--- config.mk ---
export PLATFORM = sky130hd
export DESIGN_NAME = mouse_cfg_sequencer_flat
export DESIGN_NICKNAME = d
export VERILOG_FILES = /design/src/rtl/mouse_cfg_sequencer_if.sv /design/src/rtl/mouse_cfg_sequencer.sv /design/src/flat_wrapper.sv
export SDC_FILE = /design/constraint.sdc
export NUM_CORES = 1
export LEC_CHECK = 0
export ABC_CLOCK_PERIOD_IN_PS = 4200
export CAP_MARGIN = 0
export CORE_MARGIN = 2
export CORE_UTILIZATION = 55
export DETAILED_ROUTE_END_ITERATION = 8
export MAX_ROUTING_LAYER = met4
export PLACE_DENSITY = 0.82
export RECOVER_POWER = 100
export SYNTH_ARGS = -nofsm -noshare
export SYNTH_HDL_FRONTEND = slang
export SYNTH_SLANG_ARGS = --single-unit
--- constraint.sdc ---
create_clock -name clk -period 4.2 [get_ports clk]
set_input_delay 0.84 -clock clk [delete_from_list [all_inputs] [get_ports clk]]
set_output_delay 0.84 -clock clk [all_outputs]
set_load 0.02 [all_outputs]
--- src/rtl/mouse_cfg_sequencer_if.sv ---
// Configuration bus between a MouseCtl config sequencer and its requesters.
// The master side raises requests and warp targets; the slave side (the
// sequencer) drives the MouseCtl config value, strobes and status.
interface mouse_cfg_sequencer_if;
    logic        init_req;
    logic        recenter;
    logic        warp_req;
    logic [11:0] warp_x;
    logic [11:0] warp_y;
    logic [11:0] value;
    logic        setx;
    logic        sety;
    logic        setmax_x;
    logic        setmax_y;
    logic        busy;
    logic        done;

    modport master (
        output init_req, recenter, warp_req, warp_x, warp_y,
        input  value, setx, sety, setmax_x, setmax_y, busy, done
    );

    modport slave (
        input  init_req, recenter, warp_req, warp_x, warp_y,
        output value, setx, sety, setmax_x, setmax_y, busy, done
    );
endinterface

--- src/rtl/mouse_cfg_sequencer.sv ---
// MouseCtl configuration sequencer.
// Writes setmax_x/setmax_y/setx/sety one strobe at a time, with a settle gap
// after every strobe. There are three requesters: full init, warp and recenter.
// Requests are held in sticky pending flags and are served in fixed priority.
//
// state     | meaning
// ----------+--------------------------------------------------------------
// IDLE      | nothing running; arbitrate pending/incoming requests
// WR_MAXX   | one cycle: setmax_x strobe, value = MAX_X
// WR_MAXY   | one cycle: setmax_y strobe, value = MAX_Y
// WR_X      | one cycle: setx strobe, value = latched X
// WR_Y      | one cycle: sety strobe, value = latched Y
// GAP       | GAP_CYCLES settle cycles, then go to r_after_gap
// DONE      | one cycle: done pulse; arbitrate again for back-to-back work
module mouse_cfg_sequencer #(
    parameter int unsigned MAX_X      = 1279,
    parameter int unsigned MAX_Y      = 1023,
    parameter int unsigned INIT_X     = 640,
    parameter int unsigned INIT_Y     = 512,
    parameter int unsigned GAP_CYCLES = 16,
    parameter int unsigned AUTO_INIT  = 1
) (
    input  logic clk,
    input  logic rst,
    mouse_cfg_sequencer_if.slave bus
);

    typedef enum logic [2:0] {
        S_IDLE    = 3'd0,
        S_WR_MAXX = 3'd1,
        S_WR_MAXY = 3'd2,
        S_WR_X    = 3'd3,
        S_WR_Y    = 3'd4,
        S_GAP     = 3'd5,
        S_DONE    = 3'd6
    } state_t;

    localparam logic [11:0] C_MAX_X  = 12'(MAX_X);
    localparam logic [11:0] C_MAX_Y  = 12'(MAX_Y);
    localparam logic [11:0] C_INIT_X = 12'(INIT_X);
    localparam logic [11:0] C_INIT_Y = 12'(INIT_Y);
    localparam int unsigned CW = (GAP_CYCLES > 1) ? $clog2(GAP_CYCLES) : 1;
    localparam logic [CW-1:0] C_GAP_LOAD = (GAP_CYCLES > 0) ? CW'(GAP_CYCLES - 1) : '0;
    localparam logic C_AUTO = (AUTO_INIT != 0);

    state_t      r_state;
    state_t      r_after_gap;
    logic [CW-1:0] r_cnt;
    logic        r_pend_init;
    logic        r_pend_warp;
    logic        r_pend_rec;
    logic        r_auto_first;
    logic [11:0] r_warp_x;
    logic [11:0] r_warp_y;
    logic [11:0] r_val_x;
    logic [11:0] r_val_y;

    state_t      w_state_nxt;
    state_t      w_after_gap_nxt;
    logic [CW-1:0] w_cnt_nxt;
    logic        w_req_init;
    logic        w_req_warp;
    logic        w_req_rec;
    logic        w_start_init;
    logic        w_start_warp;
    logic        w_start_rec;
    logic [11:0] w_warp_x_src;
    logic [11:0] w_warp_y_src;
    logic [11:0] w_clamp_x;
    logic [11:0] w_clamp_y;
    logic [11:0] w_value;
    logic        w_setx;
    logic        w_sety;
    logic        w_setmax_x;
    logic        w_setmax_y;
    logic        w_busy;
    logic        w_done;

    // An incoming pulse counts as pending in the same cycle. This lets a
    // request seen in IDLE produce its first strobe on the next cycle.
    // r_auto_first is the power-up init request. It is live only during the
    // first cycle after reset release.
    assign w_req_init = r_pend_init | bus.init_req | r_auto_first;
    assign w_req_warp = r_pend_warp | bus.warp_req;
    assign w_req_rec  = r_pend_rec  | bus.recenter;

    // A warp that starts in the same cycle as its request uses the live inputs.
    assign w_warp_x_src = bus.warp_req ? bus.warp_x : r_warp_x;
    assign w_warp_y_src = bus.warp_req ? bus.warp_y : r_warp_y;
    assign w_clamp_x    = (w_warp_x_src > C_MAX_X) ? C_MAX_X : w_warp_x_src;
    assign w_clamp_y    = (w_warp_y_src > C_MAX_Y) ? C_MAX_Y : w_warp_y_src;

    // State register, gap return target and gap down-counter
    always_ff @(posedge clk or posedge rst) begin
        if (rst) begin
            r_state     <= S_IDLE;
            r_after_gap <= S_IDLE;
            r_cnt       <= '0;
        end else begin
            r_state     <= w_state_nxt;
            r_after_gap <= w_after_gap_nxt;
            r_cnt       <= w_cnt_nxt;
        end
    end

    // Next-state logic, strobe/value decode and request arbitration
    always_comb begin
        w_state_nxt     = r_state;
        w_after_gap_nxt = r_after_gap;
        w_cnt_nxt       = r_cnt;
        w_start_init    = 1'b0;
        w_start_warp    = 1'b0;
        w_start_rec     = 1'b0;
        w_value         = 12'd0;
        w_setx          = 1'b0;
        w_sety          = 1'b0;
        w_setmax_x      = 1'b0;
        w_setmax_y      = 1'b0;
        w_busy          = (r_state != S_IDLE);
        w_done          = 1'b0;

        case (r_state)
            S_IDLE: begin
                w_state_nxt = S_IDLE;
            end
            S_WR_MAXX: begin
                w_setmax_x = 1'b1;
                w_value    = C_MAX_X;
                if (GAP_CYCLES == 0) begin
                    w_state_nxt = S_WR_MAXY;
                end else begin
                    w_state_nxt     = S_GAP;
                    w_after_gap_nxt = S_WR_MAXY;
                    w_cnt_nxt       = C_GAP_LOAD;
                end
            end
            S_WR_MAXY: begin
                w_setmax_y = 1'b1;
                w_value    = C_MAX_Y;
                if (GAP_CYCLES == 0) begin
                    w_state_nxt = S_WR_X;
                end else begin
                    w_state_nxt     = S_GAP;
                    w_after_gap_nxt = S_WR_X;
                    w_cnt_nxt       = C_GAP_LOAD;
                end
            end
            S_WR_X: begin
                w_setx  = 1'b1;
                w_value = r_val_x;
                if (GAP_CYCLES == 0) begin
                    w_state_nxt = S_WR_Y;
                end else begin
                    w_state_nxt     = S_GAP;
                    w_after_gap_nxt = S_WR_Y;
                    w_cnt_nxt       = C_GAP_LOAD;
                end
            end
            S_WR_Y: begin
                w_sety  = 1'b1;
                w_value = r_val_y;
                if (GAP_CYCLES == 0) begin
                    w_state_nxt = S_DONE;
                end else begin
                    w_state_nxt     = S_GAP;
                    w_after_gap_nxt = S_DONE;
                    w_cnt_nxt       = C_GAP_LOAD;
                end
            end
            S_GAP: begin
                if (r_cnt == '0) begin
                    w_state_nxt = r_after_gap;
                end else begin
                    w_cnt_nxt = r_cnt - 1'b1;
                end
            end
            S_DONE: begin
                w_done      = 1'b1;
                w_state_nxt = S_IDLE;
            end
            default: begin
                w_state_nxt = S_IDLE;
            end
        endcase

        // Arbitrate in DONE as well as IDLE. Queued work then follows the
        // done pulse with no idle cycle in between.
        if ((r_state == S_IDLE) || (r_state == S_DONE)) begin
            if (w_req_init) begin
                w_start_init = 1'b1;
                w_state_nxt  = S_WR_MAXX;
            end else if (w_req_warp) begin
                w_start_warp = 1'b1;
                w_state_nxt  = S_WR_X;
            end else if (w_req_rec) begin
                w_start_rec  = 1'b1;
                w_state_nxt  = S_WR_X;
            end
        end
    end

    // Sticky pending flags, warp target latch and per-sequence X/Y values
    always_ff @(posedge clk or posedge rst) begin
        if (rst) begin
            r_auto_first <= C_AUTO;
            r_pend_init  <= 1'b0;
            r_pend_warp  <= 1'b0;
            r_pend_rec   <= 1'b0;
            r_warp_x     <= 12'd0;
            r_warp_y     <= 12'd0;
            r_val_x      <= 12'd0;
            r_val_y      <= 12'd0;
        end else begin
            r_auto_first <= 1'b0;
            r_pend_init  <= w_req_init & ~w_start_init;
            r_pend_warp  <= w_req_warp & ~w_start_warp;
            // A full init also writes the recenter coordinates, so it absorbs
            // any recenter that is already pending.
            r_pend_rec   <= w_req_rec & ~(w_start_rec | w_start_init);
            if (bus.warp_req) begin
                r_warp_x <= bus.warp_x;
                r_warp_y <= bus.warp_y;
            end
            if (w_start_init || w_start_rec) begin
                r_val_x <= C_INIT_X;
                r_val_y <= C_INIT_Y;
            end else if (w_start_warp) begin
                r_val_x <= w_clamp_x;
                r_val_y <= w_clamp_y;
            end
        end
    end

    assign bus.value    = w_value;
    assign bus.setx     = w_setx;
    assign bus.sety     = w_sety;
    assign bus.setmax_x = w_setmax_x;
    assign bus.setmax_y = w_setmax_y;
    assign bus.busy     = w_busy;
    assign bus.done     = w_done;

endmodule
--- src/flat_wrapper.sv ---
// flat-port wrapper written by rule: the top's interface ports become plain ports
module mouse_cfg_sequencer_flat 
#(
    parameter int unsigned MAX_X      = 1279,
    parameter int unsigned MAX_Y      = 1023,
    parameter int unsigned INIT_X     = 640,
    parameter int unsigned INIT_Y     = 512,
    parameter int unsigned GAP_CYCLES = 16,
    parameter int unsigned AUTO_INIT  = 1
)
  (clk, rst, bus_init_req, bus_recenter, bus_warp_req, bus_warp_x, bus_warp_y, bus_value, bus_setx, bus_sety, bus_setmax_x, bus_setmax_y, bus_busy, bus_done);
  mouse_cfg_sequencer_if bus_i ();
  input  logic clk;
  input  logic rst;
  input wire logic [$bits(bus_i.init_req)-1:0] bus_init_req;
  input wire logic [$bits(bus_i.recenter)-1:0] bus_recenter;
  input wire logic [$bits(bus_i.warp_req)-1:0] bus_warp_req;
  input wire logic [$bits(bus_i.warp_x)-1:0] bus_warp_x;
  input wire logic [$bits(bus_i.warp_y)-1:0] bus_warp_y;
  output wire logic [$bits(bus_i.value)-1:0] bus_value;
  output wire logic [$bits(bus_i.setx)-1:0] bus_setx;
  output wire logic [$bits(bus_i.sety)-1:0] bus_sety;
  output wire logic [$bits(bus_i.setmax_x)-1:0] bus_setmax_x;
  output wire logic [$bits(bus_i.setmax_y)-1:0] bus_setmax_y;
  output wire logic [$bits(bus_i.busy)-1:0] bus_busy;
  output wire logic [$bits(bus_i.done)-1:0] bus_done;
  assign bus_i.init_req = bus_init_req;
  assign bus_i.recenter = bus_recenter;
  assign bus_i.warp_req = bus_warp_req;
  assign bus_i.warp_x = bus_warp_x;
  assign bus_i.warp_y = bus_warp_y;
  assign bus_value = bus_i.value;
  assign bus_setx = bus_i.setx;
  assign bus_sety = bus_i.sety;
  assign bus_setmax_x = bus_i.setmax_x;
  assign bus_setmax_y = bus_i.setmax_y;
  assign bus_busy = bus_i.busy;
  assign bus_done = bus_i.done;
  mouse_cfg_sequencer #(.MAX_X(MAX_X), .MAX_Y(MAX_Y), .INIT_X(INIT_X), .INIT_Y(INIT_Y), .GAP_CYCLES(GAP_CYCLES), .AUTO_INIT(AUTO_INIT)) u_core (.clk(clk), .rst(rst), .bus(bus_i));
endmodule
# ---- Word level (Yosys, flattened, before mapping)
# Index checks and enable logic that the tools add are counted.
dict set report word_totals {
  regBits 62
  latchBits 0
  mem_bits_rw 0
  rom_bits 0
  out_inout_bits 18
  wordCells 74
  mem_count 0
}
dict set report classes {
  n_addsub 1
  multipliers 0
  n_div 0
  n_lt_le_gt_ge 2
  eq_ne 7
  shifts 0
  n_mux 32
  n_bitwise 11
  reduce_logical 10
}
# op n
set op_table {}
lappend op_table {{$mux 12} 8}
lappend op_table {{$pmux 12 s4} 1}
lappend op_table {{$mux 3} 5}
lappend op_table {{$mux 1} 14}
lappend op_table {{$gt 12x10->1 const B} 1}
lappend op_table {{$gt 12x11->1 const B} 1}
lappend op_table {{$pmux 3 s4} 1}
lappend op_table {{$eq 3x3->1 const B} 3}
lappend op_table {{$pmux 4 s2} 1}
lappend op_table {{$eq 3x2->1 const B} 2}
lappend op_table {{$pmux 3 s2} 1}
lappend op_table {{$or 1x1->1} 5}
lappend op_table {{$logic_not 4->1} 1}
lappend op_table {{$mux 4} 1}
lappend op_table {{$reduce_bool 2->1} 2}
lappend op_table {{$reduce_bool 4->1} 1}
lappend op_table {{$reduce_or 4->1} 1}
lappend op_table {{$sub 4x1->4 const B} 1}
lappend op_table {{$and 1x1->1} 3}
lappend op_table {{$eq 3x1->1 const B} 1}
lappend op_table {{$logic_not 3->1} 1}
lappend op_table {{$not 1->1} 3}
lappend op_table {{$reduce_bool 3->1} 1}
lappend op_table {{$logic_or 1x1->1} 2}
lappend op_table {{other kinds (2)} 2}

# ---- Logic depth before layout (Yosys ltp)
# Gate-level depths: netlist of the first run.
dict set report depth {
  word_depth 8
  ltp_mapped 7
  mapped_depth_nobuf 6
}

# ---- Worst setup path before layout of the first run
# OpenSTA, ideal clock, no wires.
dict set report synth_timing {
  path_kind {register to output}
  startpoint {reg u_core.r_state[0]}
  endpoint {out bus_value[11]}
  t_arrival_ns 1.774
  required_time_ns 3.360
  slack_ns 1.586
  stages_incl_launch_ff 6
  cell_sequence {dfrtp_1 clkbuf_1 inv_1 clkbuf_1 nor3_1 a22o_1}
}
dict set report synth_between {
  elab_chain_cells 2
  word_cells_on_any_way 5
  classes_between {4 x eq/ne; 1 x mux}
}
# element line_no
set synth_lines {}
lappend synth_lines {{start: declaration} mouse_cfg_sequencer.sv:46} ;# state_t r_state;
lappend synth_lines {{start signal: assignment} mouse_cfg_sequencer.sv:100} ;# r_state <= w_state_nxt;
lappend synth_lines {{$eq 3x3->1 (tied with other cells)} mouse_cfg_sequencer.sv:122} ;# case (r_state)
lappend synth_lines {{$pmux 12 s4 (*)} mouse_cfg_sequencer.sv:122}
lappend synth_lines {{end: declaration} flat_wrapper.sv:20} ;# output wire logic [$bits(bus_i.value)-1:0] bus_value;
# Every way passes the cells marked *; elsewhere a longest branch is shown, timed or not.

# ---- Worst setup path in the final report of the first run
dict set report layout_timing {
  startpoint {reg u_core.r_state[0]}
  endpoint {out bus_value[5]}
}
# The elaborated chain is that of the path after synthesis.

==> flow_metrics.tcl, run 1 <==
set metrics [dict create \
    hp-class "flip-flop to flip-flop" \
    synth.largest_area_cell "dfrtp_1" \
    synth-xor-area-share_pct 0.5504 \
    ios 47 \
    setup.worst_path.start_class "flip-flop" \
    drt_iter0_markers 175 \
    fill_cells 413 \
    crit_chain "inv_1 -> clkbuf_1 -> o21ai_0 -> nor2b_1 -> o21ai_0 -> dlygate4sd3_1" \
    rsz0062_at_grt "false" \
    synth-main-ff-cell "dfrtp_1" \
    tightest_slew_ns 1.465 \
    r2r_setup_slack_ns 1.92 \
    syn_avg_cell_area_um2 10.75 \
    path_max_fanout 20 \
    min_from "u_core.r_warp_x[1]$_DFF_PP0_" \
    ant_nets 0 \
    synthTopCellsByArea "dfrtp_1 (52%), mux2_2 (5.3%), o21ai_0 (5.1%)" \
    core-area_um2 5140 \
    synth-adder-area-share_pct 0.8467 \
    rows 26 \
    rr_endpoint "u_core.r_val_y[0]$_DFFE_PP0P_" \
    clock-root-buffer "clkbuf_8" \
    timing.fmax_mhz 266.5 \
    dieHeight_um 77.31 \
    cts_hold_buf 0 \
    syn_to_final_growth_pct 21.59 \
    finalHoldViolCount 0 \
    post-place-cells 378 \
    routabilityCongestion 0.8619 \
    synth_fp_nets 306 \
    cpPeakStageDelay_ns 0.71 \
    cap_viol_max_count 0 \
    htreeDepth 3 \
    cpLargestDelayFamily "buffers and inverters" \
    synth_warnings 0 \
    synth-simple-area-share_pct 13.51 \
    ys_ff_latch 62 \
    antenna_found_initial 0 \
    seqCellArea_um2 1553 \
    synth_top_area_share_pct 51.65 \
    synth_top_family_by_area "compound AO/OA/AOI/OAI gates" \
    power.leakage_nw 1.577 \
    arrival_ns 2.91 \
    cts_buffers 9 \
    cellPowerDensity_nw_per_um2 343.1 \
    setup_violations 0 \
    avgViaCountPerCell 5.761 \
    fin_util_pct 69.91 \
    outcome "finished, final reports clean" \
    initial_utilization_pct 57.50 \
    cts_setup_buffers 0 \
    synth_cells 275 \
    clock_sinks 62 \
    nNetsFinal 350 \
    dpl.hpwl_mm 4.229 \
    grt_pass1_wl_mm 10.05 \
    synth-edff-count 0 \
    rr_worst_depth 3 \
    clock_latency_ns 0.34 \
    multi_input_area_um2 1216 \
    async_reset_ff_share_pct 100.0 \
    holdPathEnd "u_core.r_warp_x[1]$_DFF_PP0_" \
    detail_route.wl_per_cell_um 15.64 \
    finClkSkew_ns 0.005312 \
    period_minus_slack_ns 3.753 \
    critPathKind "flip-flop to primary output" \
    synth_compound_area_share_pct 17.57 \
    hold_depth 2 \
    maxSlewViolCount 0 \
    worstSetupEndpointType "primary output" \
    portBuffers 46 \
    worstPathRequired_ns 3.36 \
    total_power_mw 1.233 \
    ir_worst_vdd_mv 0.2854 \
    muxShareOfSynthArea_pct 9.399 \
    syn_area_um2 2955 \
    die_x_um 77.31 \
    period_share_pct 89.35 \
    grt_max_degree 35 \
    drc_errors 0 \
    synthTopCellsByCount "dfrtp_1 (61), o21ai_0 (30), a22o_1 (17), nand2_1 (17), nor2_1 (15)" \
    tns_ns 0 \
    track_usage_pct 22.12 \
    slew-limit-headroom_pct 2.303 \
    die-area_um2 5976 \
    path_buf_inv 3 \
    dr.pass1.iters 4 \
    post_cts_resized 0 \
    yosysSeqAreaShare_pct 52.54 \
    layout-drive-gt1-share_pct 7.407 \
    path_clk_slew_ns 0.06 \
    grt_pass1_vias 2126 \
    path_common_cell "o21ai_0" \
    finalNonFillerCells 394 \
    drt_wl_total_mm 6.164 \
    grt_remaining_overflow 0 \
    tritoncts "yes" \
    yosysMostFrequentCell "dfrtp_1" \
    ys_types 40 \
    cp_slowest_cell "dlygate4sd3_1" \
    n_antenna_cell 0 \
    r2r_start "u_core.r_state[1]$_DFF_PP0_" \
    num_vias 2270 \
    clock_path_buffers 2 \
]
## state kept, by name (all words and copies together) (netlist names)
register / flops
u_core.r_warp_x: 12
u_core.r_auto_first: 1
u_core.r_after_gap: 3
u_core.r_state: 3
u_core.r_warp_y: 12
u_core.r_pend_init: 1
u_core.r_pend_warp: 1
u_core.r_pend_rec: 1
u_core.r_cnt: 4
u_core.r_val_x: 12
u_core.r_val_y: 12
## worst register-to-register path, delay by kind of cell, from the launching register on
kind	cells	cell delay, ns
DFF	1	0.75
AOI/OAI and AO/OA	2	1.12
xor gates and xnor gates	1	0.25
## cell type report
class / count / share of cell area, %
Multi-Input combinational cell: 179 / 33.84
Clock buffer: 15 / 4.352
Timing Repair Buffer: 53 / 13.86
Sequential cell: 62 / 43.21
Tap cell: 70 / 2.437
Inverter: 14 / 1.462
Clock inverter: 1 / 0.8357
## placed cells by master, fill, tap and decap left out, types with 6 or more instances in the layout
| master | Yosys | routed |
|---|---|---|
| clkbuf_1 | 11 | 9 |
| nor2_1 | 15 | 15 |
| nor2b_1 | 11 | 11 |
| clkbuf_8 | 0 | 10 |
| a21oi_1 | 9 | 9 |
| or3_1 | 8 | 8 |
| mux2_1 | 0 | 13 |
| nor3_1 | 12 | 12 |
| a22o_1 | 17 | 17 |
| inv_1 | 14 | 14 |
| nand2_1 | 17 | 18 |
| dfrtp_1 | 61 | 61 |
| mux2i_1 | 6 | 6 |
| o21ai_0 | 30 | 30 |
| clkdlybuf4s50_1 | 0 | 26 |
| dlygate4sd3_1 | 0 | 20 |
## metrics by stage
stage / cell area (um2) / setup slack (ns) / hold slack [ns]
final: 3593 / 0.4472 / 0.4794
after floorplan: 2955 / 1.586 / 0.4411
after global routing: 3593 / 0.3139 / 0.5060
after global placement: 3447 / 1.251 / 0.4606
after CTS: 3633 / 0.7657 / 0.4828
after detailed placement: 3447 / 1.158 / 0.4637
## how the worst max path moves through the flow
stage                                 from  depth (start not counted)             to  slack, ns
5_1_grt        u_core.r_state[0]$_DFF_PP0_                          6   bus_value[4]       0.31
3_3_place_gp   u_core.r_state[1]$_DFF_PP0_                          4  bus_value[11]       1.25
6_report       u_core.r_state[0]$_DFF_PP0_                          6   bus_value[5]       0.45
3_5_place_dp   u_core.r_state[0]$_DFF_PP0_                          5   bus_value[5]       1.16
4_1_cts        u_core.r_state[1]$_DFF_PP0_                          4  bus_value[11]       0.77
2_1_floorplan  u_core.r_state[0]$_DFF_PP0_                          5  bus_value[11]       1.59
## metal layers
metal	wire, um	track usage, %	vias up
li1	-	-	1072
met1	2672	28.80	1126
met2	3107	36.09	66
met3	308	5.059	6
met4	76	4.286	0
met5	0	-	-
## cell families after synthesis
group	count (synthesis)
DFF	62
AOI/OAI and AO/OA	78
and+or+nand+nor	73
adders and majority gates	2
buffers and inverters	34
muxes	24
other	1
xor gates and xnor gates	1
## power by group
| group | switching (mW) | internal [mW] |
|---|---|---|
| logic | 0.0480 | 0.0479 |
| registers | 0.00646 | 0.621 |
| clock network | 0.217 | 0.292 |
| total | 0.272 | 0.961 |
Note: power is estimated with default switching activity, not from simulation.
==> run 2: changes to the inputs <==
--- a/config.mk
+++ b/config.mk
@@ -9,10 +9,13 @@
 export CAP_MARGIN = 0
 export CORE_MARGIN = 2
 export CORE_UTILIZATION = 55
+export CTS_CLUSTER_DIAMETER = 40
 export DETAILED_ROUTE_END_ITERATION = 8
 export MAX_ROUTING_LAYER = met4
 export PLACE_DENSITY = 0.82
 export RECOVER_POWER = 100
+export REMOVE_ABC_BUFFERS = 1
+export SETUP_SLACK_MARGIN = 0.15
 export SYNTH_ARGS = -nofsm -noshare
 export SYNTH_HDL_FRONTEND = slang
 export SYNTH_SLANG_ARGS = --single-unit
==> run 2 against run 1 <==
Net effect:
- the flow now finishes with violations (max-capacitance violations, max-slew violations)
- global-route usage rose by 0.99 points
- flip-flop and latch count unchanged
- utilization decreased by 0.32 points
- sequential power hardly changed
- worst hold slack got worse by 0.0010 ns
- maximum frequency is 0.80% higher
- design area is 0.45% lower
- via count shrank 0.66%
- first-iteration DRC count fell by 26%
- highest routed layer unchanged
==> flow_metrics.tcl, run 2 (synthesized netlist as in run 1, its figures left out) <==
set metrics [dict create \
    drt_wl_total_mm 6.112 \
    core-area_um2 5140 \
    nNetsFinal 349 \
    portBuffers 46 \
    worstSetupEndpointType "primary output" \
    violations "max-capacitance violations, max-slew violations" \
    dr.pass1.iters 4 \
    rr_endpoint "u_core.r_val_x[8]$_DFFE_PP0P_" \
    finClkSkew_ns 0.004007 \
    hold_ws_ns 0.4784 \
    cpLargestDelayFamily "buffers and inverters" \
    path_buf_inv 3 \
    n_antenna_cell 0 \
    cpPeakStageDelay_ns 0.70 \
    avgViaCountPerCell 5.738 \
    rr_worst_depth 3 \
    path_clk_slew_ns 0.07 \
    tritoncts "yes" \
    outcome "finished with violations" \
    cts_setup_buffers 0 \
    r2r_start "u_core.r_state[1]$_DFF_PP0_" \
    antenna_found_initial 0 \
    tns_ns 0 \
    rows 26 \
    clock_latency_ns 0.33 \
    hp-class "flip-flop to flip-flop" \
    ir_worst_vdd_mv 0.2486 \
    layout-drive-gt1-share_pct 8.669 \
    mostFrequentLayoutCells "dfrtp_1 (61), o21ai_0 (30), clkdlybuf4s50_1 (28)" \
    clock_path_buffers 2 \
    cap_viol_max_count 1 \
    multi_input_area_um2 1207 \
    cellPowerDensity_nw_per_um2 336.4 \
    grt_pass1_wl_mm 10.53 \
    syn_to_final_growth_pct 21.04 \
    tightest_slew_ns 1.564 \
    hold_depth 1 \
    dpl.hpwl_mm 4.294 \
    timing.fmax_mhz 268.6 \
    slew-limit-headroom_pct -4.525 \
    worstPathRequired_ns 3.36 \
    path_common_cell "o21ai_0" \
    period_minus_slack_ns 3.723 \
    cts_buffers 9 \
    finalHoldViolCount 0 \
    maxSlewViolCount 20 \
    grt_pass1_vias 2238 \
    clock-root-buffer "clkbuf_8" \
    num_vias 2255 \
    period_share_pct 88.65 \
    post_cts_resized 0 \
    grt_remaining_overflow 0 \
    min_from "u_core.r_warp_y[2]$_DFF_PP0_" \
    seqCellArea_um2 1553 \
    detail_route.wl_per_cell_um 15.55 \
    crit_chain "inv_1 -> clkbuf_1 -> o21ai_0 -> nor2b_1 -> o21ai_0 -> dlygate4sd3_1" \
    setup_violations 0 \
    total_power_mw 1.203 \
    path_max_fanout 20 \
    routabilityCongestion 0.7764 \
    holdPathEnd "u_core.r_warp_y[2]$_DFF_PP0_" \
    setup.worst_path.start_class "flip-flop" \
    r2r_setup_slack_ns 1.46 \
    cts_hold_buf 0 \
    ant_nets 0 \
    cp_slowest_cell "dlygate4sd3_1" \
    htreeDepth 3 \
    initial_utilization_pct 57.50 \
    fill_cells 463 \
    power.leakage_nw 1.568 \
    die_x_um 77.31 \
    dieHeight_um 77.31 \
    track_usage_pct 23.11 \
    arrival_ns 2.88 \
    final_common_cell "dfrtp_1" \
    drt_iter0_markers 130 \
    critPathKind "flip-flop to primary output" \
    ios 47 \
    grt_max_degree 36 \
    clock_sinks 62 \
    die-area_um2 5976 \
    rsz0062_at_grt "false" \
    drc_errors 0 \
]
run 2: layer usage:
| layer | GRT usage [%] | routed length, um | share of wire [%] | up-vias |
|---|---|---|---|---|
| li1 | - | - | - | 1068 |
| met1 | 30.91 | 2837 | 46 | 1107 |
| met4 | 11.96 | 145 | 2.4 | 0 |
| met5 | - | 0 | 0 | - |
| met3 | 3.412 | 240 | 3.9 | 16 |
| met2 | 34.52 | 2888 | 47 | 64 |
run 2: how the worst max path moves through the flow:
stage                                      from                             to  slack [ns]  cells past startpoint
finish              u_core.r_state[0]$_DFF_PP0_                   bus_value[0]        0.48                      6
global route        u_core.r_state[0]$_DFF_PP0_                   bus_value[0]        0.27                      6
CTS                 u_core.r_state[1]$_DFF_PP0_                  bus_value[11]        0.70                      4
detailed placement                 bus_warp_req  u_core.r_val_x[7]$_DFFE_PP0P_        0.98                      4
global placement                   bus_warp_req  u_core.r_val_x[8]$_DFFE_PP0P_        1.06                      4
floorplan           u_core.r_state[2]$_DFF_PP0_                  bus_value[11]        0.99                      3
run 2: final cells by class:
type                    count  share of cell area (%)
clock buffers              13                   4.722
clock inverters             3                  0.4897
inverters                  14                   1.469
multi-input cells         179                   33.75
flip-flops and latches     62                   43.41
well taps                  70                   2.448
repair buffers             52                   13.71
run 2: where the power goes:
| part | internal [mW] | switching, mW |
|---|---|---|
| sequential | 0.621 | 0.00640 |
| combinational | 0.0472 | 0.0498 |
| clock | 0.261 | 0.218 |
run 2: stage by stage:
step	instances	setup WS [ns]	utilization, %	instance area, um2
after detailed placement	377	0.9810	66.92	3440
final	393	0.4769	69.60	3577
after global placement	377	1.063	66.92	3440
after global routing	393	0.2675	69.60	3577
after CTS	393	0.7049	70.55	3626
after floorplan	255	0.9900	-	2846
==> run 3: changes to the inputs <==
--- a/config.mk
+++ b/config.mk
@@ -7,7 +7,7 @@
 export LEC_CHECK = 0
 export ABC_CLOCK_PERIOD_IN_PS = 4200
 export CAP_MARGIN = 0
-export CORE_MARGIN = 2
+export CORE_MARGIN = 3
 export CORE_UTILIZATION = 55
 export CTS_CLUSTER_DIAMETER = 40
 export DETAILED_ROUTE_END_ITERATION = 8
==> run 3 against run 2 <==
Net effect:
- the run still ends with max-capacitance violations, max-slew violations left
- total power grew 6.8%
- sequential power is essentially flat
- clock-buffer cell count shrank 4
- critical endpoint unchanged
- via count shrank 0.71%
- critical path depth shrank 1
- non-clock buffer count is the same
==> flow_metrics.tcl, run 3 (synthesized netlist as in run 1, its figures left out) <==
set metrics [dict create \
    p_int_mw 0.9987 \
    period_minus_slack_ns 3.714 \
    fill_cells 424 \
    ios 47 \
    tns_ns 0 \
    violations "max-capacitance violations, max-slew violations" \
    setup.worst_path.start_class "flip-flop" \
    swShare_pct 22.32 \
    finalHoldViolCount 0 \
    total_power_mw 1.286 \
    drt_iter0_markers 192 \
    cellPowerDensity_nw_per_um2 356.0 \
    clock_latency_ns 0.33 \
    multi_input_area_um2 1214 \
    clock-root-buffer "clkbuf_8" \
    grt_max_degree 46 \
    initial_utilization_pct 57.50 \
    dieHeight_um 79.31 \
    tritoncts "yes" \
    crit_path_end "bus_value[0]" \
    track_usage_pct 22.59 \
    die_x_um 79.31 \
    grt_remaining_overflow 0 \
    tightest_slew_ns 1.672 \
    critPathKind "flip-flop to primary output" \
    period_share_pct 88.43 \
    outcome "finished with violations" \
    die-area_um2 6289 \
    ir_worst_vdd_mv 0.2437 \
    worst_slack_ns 0.4858 \
    seqCellArea_um2 1553 \
    crit_path_start "u_core.r_state[0]$_DFF_PP0_" \
    r2r_start "u_core.r_state[1]$_DFF_PP0_" \
    syn_to_final_growth_pct 22.18 \
    worstSetupEndpointType "primary output" \
    path_clk_slew_ns 0.07 \
    finalInstanceArea_um2 3611 \
    core-area_um2 5140 \
    antenna_found_initial 0 \
    path_max_fanout 21 \
    timing.fmax_mhz 269.2 \
    maxSlewViolCount 20 \
    drt_wl_total_mm 6.312 \
    rr_worst_depth 3 \
    avgViaCountPerCell 5.697 \
    power_frac_comb_pct 7.5 \
    rsz0062_at_grt "false" \
    cap_viol_max_count 1 \
    rows 26 \
    clock_sinks 62 \
    r2r_setup_slack_ns 1.35 \
    routabilityCongestion 0.7664 \
    htreeDepth 3 \
    layout-drive-gt1-share_pct 8.978 \
    p_clk_share_pct 43.6 \
    n_antenna_cell 0 \
    cts_buffers 9 \
    grt_pass1_wl_mm 10.63 \
    setup_violations 0 \
    p_seq_share_pct 48.8 \
    final_common_cell "dfrtp_1" \
    num_vias 2239 \
    cts_setup_buffers 0 \
    dp_slack_ns 0.7213 \
    place_area_um2 3440 \
    portBuffers 46 \
    arrival_ns 2.87 \
    nNetsFinal 349 \
    power.leakage_nw 1.598 \
    ant_nets 0 \
    fin_util_pct 70.25 \
    rr_endpoint "u_core.r_val_y[9]$_DFFE_PP0P_" \
    hp-class "flip-flop to flip-flop" \
    drc_errors 0 \
    detail_route.wl_per_cell_um 16.06 \
    grt_pass1_vias 2284 \
    mostFrequentLayoutCells "dfrtp_1 (61), o21ai_0 (30), clkdlybuf4s50_1 (27)" \
    worstPathRequired_ns 3.36 \
    slew-limit-headroom_pct -11.75 \
    dpl.hpwl_mm 4.365 \
    finClkSkew_ns 0.009052 \
    netSwitchingPower_mw 0.2869 \
    dr.pass1.iters 5 \
    clock_path_buffers 2 \
]
run 3: changes by cell type in the layout (fill, tap and decap cells not counted), sizes merged:
cell and change:
clkdlybuf4s50 -1, dlygate4sd3 +1, clkbuf -4, bufinv +2, clkinvlp -1, clkinv +3
run 3: repair_timing:
action | CTS | global route
setup endpoints to repair | 0 | 4
hold buffers | 0 | 0
gates resized for setup | 0 | 1
run 3: per-stage QoR:
stage          cells  hold slack (ns)
3_5_place_dp     377           0.4685
5_1_grt          393           0.5171
4_1_cts          393           0.4866
3_3_place_gp     377           0.4701
2_1_floorplan    255           0.4411
6_report         393           0.4792
run 3: worst min-delay path by stage:
stage | startpoint | to | slack (ns) | cells past startpoint
finish | u_core.r_warp_y[4]$_DFF_PP0_ | u_core.r_warp_y[4]$_DFF_PP0_ | 0.48 | 1
global route | u_core.r_warp_y[0]$_DFF_PP0_ | u_core.r_warp_y[0]$_DFF_PP0_ | 0.52 | 1
CTS | u_core.r_warp_x[3]$_DFF_PP0_ | u_core.r_warp_x[3]$_DFF_PP0_ | 0.49 | 2
detailed placement | u_core.r_warp_x[3]$_DFF_PP0_ | u_core.r_warp_x[3]$_DFF_PP0_ | 0.47 | 2
global placement | u_core.r_warp_x[3]$_DFF_PP0_ | u_core.r_warp_x[3]$_DFF_PP0_ | 0.47 | 2
floorplan | u_core.r_warp_x[1]$_DFF_PP0_ | u_core.r_warp_x[1]$_DFF_PP0_ | 0.44 | 2
run 3: final cells by class:
class                           count  area share (%)
Clock buffer                        9           3.430
Inverter                           14           1.455
Clock inverter                      7           2.460
Multi-Input combinational cell    179           33.61
Tap cell                           70           2.426
Timing Repair Buffer               52           13.62
Sequential cell                    62           43.00
run 3: critical path: stages, from the launching register on:
cell and delay, ns:
dfrtp_1 0.67, inv_1 0.44, nor2_2 0.39, nor2b_1 0.08, o21ai_0 0.24, dlygate4sd3_1 0.72
run 3: routing by layer:
layer | vias up | global-route usage (%) | wire length, um | share of wire (%)
met5 | - | - | 0 | 0
met4 | 0 | 11.51 | 98 | 1.6
met3 | 12 | 4.082 | 333 | 5.3
met2 | 81 | 34.09 | 3011 | 48
met1 | 1079 | 29.44 | 2869 | 45
li1 | 1067 | - | - | -
run 3: power groups by stage:
stage	Sequential (mW)	Combinational [mW]	Clock, mW
floorplan	0.636	0.0571	0
global placement	0.637	0.103	0
detailed placement	0.639	0.105	0
CTS	0.628	0.106	0.571
global route	0.630	0.108	0.596
finish	0.627	0.0970	0.561
